==> src/rtl/irq_controller.sv <==
// irq_controller: memory-mapped interrupt controller that funnels NSRC rising-edge
// sources onto one pulsed CPU interrupt line, holding off until software ACKs.
module irq_controller #(
  parameter int         NSRC      = 4,
  parameter logic [7:0] BASE      = 8'hF8,
  parameter int         PULSE_LEN = 2
) (
  input  logic            clk,
  input  logic            reset,
  input  logic [NSRC-1:0] irq_src,
  input  logic [7:0]      uaddr,
  input  logic [7:0]      udata_in,
  input  logic            rw,
  output logic [7:0]      rdata,
  output logic            rsel,
  output logic            interrupt
);

  localparam int CW = $clog2(PULSE_LEN + 1);

  typedef enum logic [1:0] {IDLE, ASSERT, WAIT_ACK} state_t;

  state_t          state;
  logic [NSRC-1:0] prev;
  logic [NSRC-1:0] pend;
  logic [NSRC-1:0] mask;
  logic            en;
  logic            vec_active;
  logic [2:0]      vec_idx;
  logic [CW-1:0]   cnt;

  logic            hit;
  logic            wr_pend;
  logic            wr_mask;
  logic            wr_ctrl;
  logic            en_next;
  logic            ack;
  logic [NSRC-1:0] edges;
  logic [NSRC-1:0] req;
  logic [NSRC-1:0] pend_clr;
  logic [2:0]      winner;
  logic            unused_ok;

  assign hit       = (uaddr[7:2] == BASE[7:2]);
  assign wr_pend   = rw && hit && (uaddr[1:0] == 2'd0);
  assign wr_mask   = rw && hit && (uaddr[1:0] == 2'd1);
  assign wr_ctrl   = rw && hit && (uaddr[1:0] == 2'd3);
  assign en_next   = wr_ctrl ? udata_in[0] : en;
  assign ack       = wr_ctrl && udata_in[1];
  assign edges     = irq_src & ~prev;
  assign req       = pend & mask;
  assign rsel      = hit && !rw;
  assign unused_ok = ^udata_in;

  // Software W1C plus the ACK of the vectored source; new edges override both.
  always_comb begin
    pend_clr = '0;
    if (wr_pend)
      pend_clr = udata_in[NSRC-1:0];
    if (state == WAIT_ACK && en_next && ack)
      pend_clr = pend_clr | (NSRC'(1) << vec_idx);
  end

  always_comb begin
    winner = '0;
    for (int i = NSRC - 1; i >= 0; i--)
      if (req[i])
        winner = 3'(i);
  end

  always_comb begin
    rdata = '0;
    if (hit) begin
      case (uaddr[1:0])
        2'd0:    rdata[NSRC-1:0] = pend;
        2'd1:    rdata[NSRC-1:0] = mask;
        2'd2:    rdata = {vec_active, 4'b0000, vec_idx};
        default: rdata = {7'b0000000, en};
      endcase
    end
  end

  // prev tracks the sources even in reset so a held-high line is not seen as an edge.
  always_ff @(posedge clk) begin
    prev <= irq_src;
    if (reset) begin
      state      <= IDLE;
      pend       <= '0;
      mask       <= '0;
      en         <= 1'b0;
      vec_active <= 1'b0;
      vec_idx    <= '0;
      cnt        <= '0;
      interrupt  <= 1'b0;
    end else begin
      pend <= (pend & ~pend_clr) | edges;
      if (wr_mask)
        mask <= udata_in[NSRC-1:0];
      if (wr_ctrl)
        en <= udata_in[0];

      case (state)
        IDLE: begin
          if (en && |req) begin
            state      <= ASSERT;
            vec_idx    <= winner;
            vec_active <= 1'b1;
            cnt        <= CW'(PULSE_LEN);
            interrupt  <= 1'b1;
          end
        end
        ASSERT: begin
          if (!en_next) begin
            state      <= IDLE;
            vec_active <= 1'b0;
            interrupt  <= 1'b0;
            cnt        <= '0;
          end else if (cnt <= CW'(1)) begin
            state     <= WAIT_ACK;
            interrupt <= 1'b0;
            cnt       <= '0;
          end else begin
            cnt <= cnt - 1'b1;
          end
        end
        WAIT_ACK: begin
          if (!en_next || ack) begin
            state      <= IDLE;
            vec_active <= 1'b0;
          end
        end
        default: begin
          state     <= IDLE;
          interrupt <= 1'b0;
        end
      endcase
    end
  end

endmodule

==> config.mk <==
export PLATFORM = sky130hd
export DESIGN_NAME = irq_controller
export DESIGN_NICKNAME = d
export VERILOG_FILES = /design/src/rtl/irq_controller.sv
export SDC_FILE = /design/constraint.sdc
export NUM_CORES = 1
export LEC_CHECK = 0
export ABC_CLOCK_PERIOD_IN_PS = 2840
export CAP_MARGIN = 20
export CORE_MARGIN = 2
export CORE_UTILIZATION = 47
export DETAILED_ROUTE_END_ITERATION = 10
export PLACE_DENSITY = 0.75
export SLEW_MARGIN = 5
export SYNTH_ARGS = -nofsm -noshare
export SYNTH_HDL_FRONTEND = slang
export SYNTH_SLANG_ARGS = --single-unit
==> constraint.sdc <==
create_clock -name clk -period 2.84 [get_ports clk]
set_clock_uncertainty 0.2 [all_clocks]
set_input_delay 0.71 -clock clk [delete_from_list [all_inputs] [get_ports clk]]
set_output_delay 0.71 -clock clk [all_outputs]
set_load 0.1 [all_outputs]
After elaboration in Yosys (flattened, before gate mapping). Cells that the tools add are included.

Memories: 0. Latch bits: 0. ROM bits: 0. RAM bits: 0. Output and inout bits: 10. Flip-flop bits (word level): 22. Logic and storage cells: 78.

Equal/unequal tests: 10. Add/subtract/negate cells: 1. Divide/modulo/power cells: 0. $lt $le $gt $ge: 1. Reductions and logical operators: 22. Shifts and indexed selects: 1. Bitwise logic cells: 8. Multiply operators: 0. Muxes and demuxes: 26.

Operator list (count): two-way mux 2 bit (8); AND 4 bit (3); two-way mux 4 bit (3); case mux 4 bit (3 select lines) (1); logical AND 1 bit (9); two-way mux 3 bit (3); two-way mux 8 bit (1); NOT 4 bit (2); OR 4 bit (2); == test 2 bit (second input constant) (3); == test 6 bit (second input constant) (1); two-way mux 1 bit (6); case mux 1 bit (3 select lines) (2); case mux 2 bit (3 select lines) (1); AND reduction 3 bit (2); == test 2 x 1 -> 1 bit (second input constant) (2); zero test 2 bit (2); != test 2 bit (second input constant) (2); case mux 2 bit (2 select lines) (1); AND reduction 2 bit (2); AND reduction 4 bit (1); OR reduction 4 bit (1); left shift 1 x 3 -> 4 bit (first input constant) (1); != test 3 bit (second input constant) (1); 8 further kinds (9).

Logic depth before layout (Yosys ltp).
Word-level depth: 10. Gate-level depth with buffers: 7. Gate-level depth less buffers: 7.

Worst setup path before layout. No wires, ideal clock.

Kind: input to output. Start point: input uaddr[2]. End point: output rdata[2]. Data required time: 1.930 ns. Arrival time: 3.075 ns. Slack: -1.145 ns. Path buffers: 0. Cell stages on the path: 3. Cell sequence: and2b_4 -> nand2_4 -> nor3_1.

Word-level cells in the longest chain between the ends: 2.

RTL lines: start, declared (RTL line 11) `input logic [7:0] uaddr,`; == test 6 bit (RTL line 44) `assign hit = (uaddr[7:2] == BASE[7:2]);`; two-way mux 8 bit (RTL line 73) `if (hit) begin`; end, declared (RTL line 14) `output logic [7:0] rdata,`.

No other way between the ends.

Worst setup path in the final report.
Start point: input uaddr[0]. End point: output rdata[0].

Word-level cells in the longest chain between the ends: 3. Elaborated cells between the ends (all ways): 5. Classes of those cells: eq/ne: 2; mux: 2; reduce/logical: 1.

RTL lines: == test 2 bit, or another cell as far along (RTL line 74) `case (uaddr[1:0])`; case mux 4 bit (3 select lines) * (RTL line 74); two-way mux 8 bit * (RTL line 73).

Every way passes the cells marked *; elsewhere a longest branch is shown, timed or not.

==> impl_results.md <==
* Critical path launch point type: primary input
* Launch instance of the worst register-to-register path: state[0]$_SDFFE_PP0P_
* Number of global-route vias before repair at 1071
* Type of the worst min-delay path: flop to flop
* Top library cells by usage in the layout, fill and taps aside: 21 x sky130_fd_sc_hd__dfxtp_1, 13 x sky130_fd_sc_hd__nand2_1, 10 x sky130_fd_sc_hd__nor2_1, 10 x sky130_fd_sc_hd__clkdlybuf4s50_1
* IR drop worst, VDD at ~390 µV
* Worst path max stage delay at 0.49 ns
* Total wire length after detailed routing at 2680 µm
* Internal reg-to-reg setup slack at a little under 0.8 ns
* Peak Freq at 0.362 GHz
* GRT Overall Usage at 17.9%
* Cell with the largest stage delay on the worst path: sky130_fd_sc_hd__mux4_2
* Remaining Overflow, GRT at 0
* Hold-critical path depth at 2
* Max Fanout on Critical Path at 2
* Synth Area per Inst at 9.16 µm²
* Core box area at 2480 µm²
* Number of enable flip-flop cells after synthesis at 0
* Endpoint kind of the worst setup timing path: primary output
* Clock Path Buffers at 2
* Capture instance of the worst register-to-register path: vec_active$_SDFFE_PP0P_
* Full die area at a little over 3000 µm²
* Hold path startpoint: cnt[0]$_SDFFE_PP0P_
* Effective utilization at floorplan at 49.9%
* TritonCTS Buffers at 3
* Relative area change from synthesis to final layout at 32.0%
* CTS tree: built
* Setup WS pre-CTS at -0.197 ns
* Global-route wire length before repair at 4570 µm
* Outcome: finished clean
* Total leakage power at 0.678 nW
* Most common cell after layout, fill and taps aside: sky130_fd_sc_hd__dfxtp_1
* Synth Instances at 135
* Count of warnings emitted by yosys at 0
* Share of layout cells above drive strength 1 at 24.8%
* Final Setup Violations at 0
* Number of vias in the routed layout at around 1100
* Number of antenna violations at the first check in global routing at 0
* Number of violations reported at the end of detailed-routing iteration 0 at 37
* Number of distinct library cells after synthesis at 46
* Final slew viol count at 0
* Vias per inst at 5.57
* Critical path class: primary input to primary output
* Number of iterations in the first detailed-routing pass at 4
* Power density relative to cell area at 323 nW/µm²
* Flip-flop and latch count after synthesis at 21
* Placement row count at 18
* Post-detailed-placement half-perimeter wirelength at 2100 µm
* DRC violations left at 0
* Arrival time of data at the critical path endpoint at about 1.9 ns
* Number of diodes at 0
* Worst Reg-to-Reg Cells at 7
* Most instantiated flip-flop cell in the synthesis netlist: sky130_fd_sc_hd__dfxtp_1
* Hold-fix buffers, CTS at 0
* Number of maximum-capacitance constraint violations at 0
* Layout net count at 192
* Wirelength per Cell at 13.8 µm
* Die outline width at about 55 µm
* Input/output buffers at 25
* Antenna Nets Post-Route at 0
* Fraction of synthesis flops using an asynchronous set or reset pin at 0%
* Data required time of the critical path at 1.93 ns
* Combined area of all synthesized cells at 1240 µm²
* Maximum level of the CTS H-tree at 1
* Sequence of cells on the critical path: dlygate4sd2_1, mux4_2, and3_2, buf_12
* Share of the clock period used by the worst path after layout at 97.3%
* Slack of the critical path at 0.0776 ns
* I/O pin count at 33
* TritonCTS Sinks at 21
* Insertion delay of the later-clocked pin in the worst-skew pair at about 0.30 ns
* CTS clk-pin slew, worst paths at 0.12 ns
* Final setup TNS at 0 ns
* End of the worst hold path: cnt[0]$_SDFFE_PP0P_
* Final number of hold-violating endpoints at 0
* Die Height at 55.3 µm
* Global placement routability congestion at 0.834
* Final min period at around 2.8 ns
* Maximum number of pins on one net before global-route repair at 16
* Clock tree root buffer cell: sky130_fd_sc_hd__clkbuf_4
* Sequential-to-total area share from yosys stat at 34.0%
* Layout fillers at 205
## what timing repair did
item,CTS,global route
buffers inserted,0,0
cloned,0,0
pin swaps,4,0
hold endpoints to repair,0,0
endpoints found under the setup margin,6,2
resized for setup,8,4
## worst max-delay path, delay by kind of cell
kind / cells / cell delay (ns)
buffers and inverters: 2 / 0.41
muxes: 1 / 0.49
and+or+nand+nor: 1 / 0.24
## cells by family after synthesis
family	synth area share (%)
AOI/OAI and AO/OA	19.4
and+or+nand+nor	24.4
adders and majority gates	3.04
other	0.303
buffers and inverters	7.29
DFF	34.0
muxes	11.5
## cell type report
cell class	count	area [µm²]	area share (%)
Multi-Input combinational cell	102	766	46.9
Sequential cell	21	420	25.8
Timing Repair Buffer	33	362	22.2
Tap cell	30	37.5	2.30
Clock buffer	3	22.5	1.38
Inverter	5	18.8	1.15
Clock inverter	1	5.00	0.307
## sequential cells by signal, indices dropped and copies added (netlist names), 2 cells and up
name,cells
pend,4
state,2
vec_idx,2
mask,4
prev,4
cnt,2
## how the worst max path moves through the flow
stage	from	end	slack (ns)	depth (start not counted)
2_1_floorplan	uaddr[2]	rdata[2]	-0.30	3
3_3_place_gp	uaddr[0]	rdata[0]	-0.20	4
3_5_place_dp	uaddr[0]	rdata[0]	-0.20	4
4_1_cts	uaddr[1]	rdata[1]	0.004	6
5_1_grt	uaddr[0]	rdata[1]	-0.009	7
6_report	uaddr[0]	rdata[0]	0.08	4
## synthesized netlist by cell type, types with 3 or more instances
| library cell | n | share of area (%) |
|---|---|---|
| sky130_fd_sc_hd__dfxtp_1 | 21 | 34 |
| sky130_fd_sc_hd__nand2_1 | 13 | 3.9 |
| sky130_fd_sc_hd__nor2_1 | 13 | 3.9 |
| sky130_fd_sc_hd__a21oi_1 | 9 | 3.6 |
| sky130_fd_sc_hd__mux2i_1 | 9 | 7.3 |
| sky130_fd_sc_hd__inv_1 | 5 | 1.5 |
| sky130_fd_sc_hd__buf_4 | 4 | 2.4 |
| sky130_fd_sc_hd__nor3_1 | 4 | 1.6 |
| sky130_fd_sc_hd__buf_6 | 3 | 2.7 |
| sky130_fd_sc_hd__ha_1 | 3 | 3.0 |
| sky130_fd_sc_hd__nand2b_1 | 3 | 1.5 |
| sky130_fd_sc_hd__nor2b_1 | 3 | 1.5 |
| sky130_fd_sc_hd__o21a_1 | 3 | 1.8 |
## metrics by stage
stage	cells	total power [mW]	utilization [%]	hold slack, ns	instance area, µm²
2_1_floorplan	137	0.359	-	0.237	1260
4_1_cts	195	0.528	65.3	0.284	1620
3_3_place_gp	191	0.393	64.3	0.247	1590
6_report	195	0.527	65.9	0.284	1630
5_1_grt	195	0.554	65.9	0.319	1630
3_5_place_dp	191	0.395	64.3	0.267	1590
## metal layers
metal  part of all wire, %  up-vias  GRT usage [%]
met4                  0.45        0           5.57
met2                    48       28           30.4
met1                    45      504           22.5
met5                     0        -              0
met3                   5.7        2           3.75
li1                      -      552              -
## where the power goes
group | total [mW] | internal, mW | leakage, nW | switching, mW
sequential | 0.307 | 0.301 | 0.172 | 0.00548
combinational | 0.0793 | 0.0348 | 0.489 | 0.0445
clock | 0.140 | 0.0524 | 0.0177 | 0.0879
No activity file was read; power rests on OpenSTA's default activity.
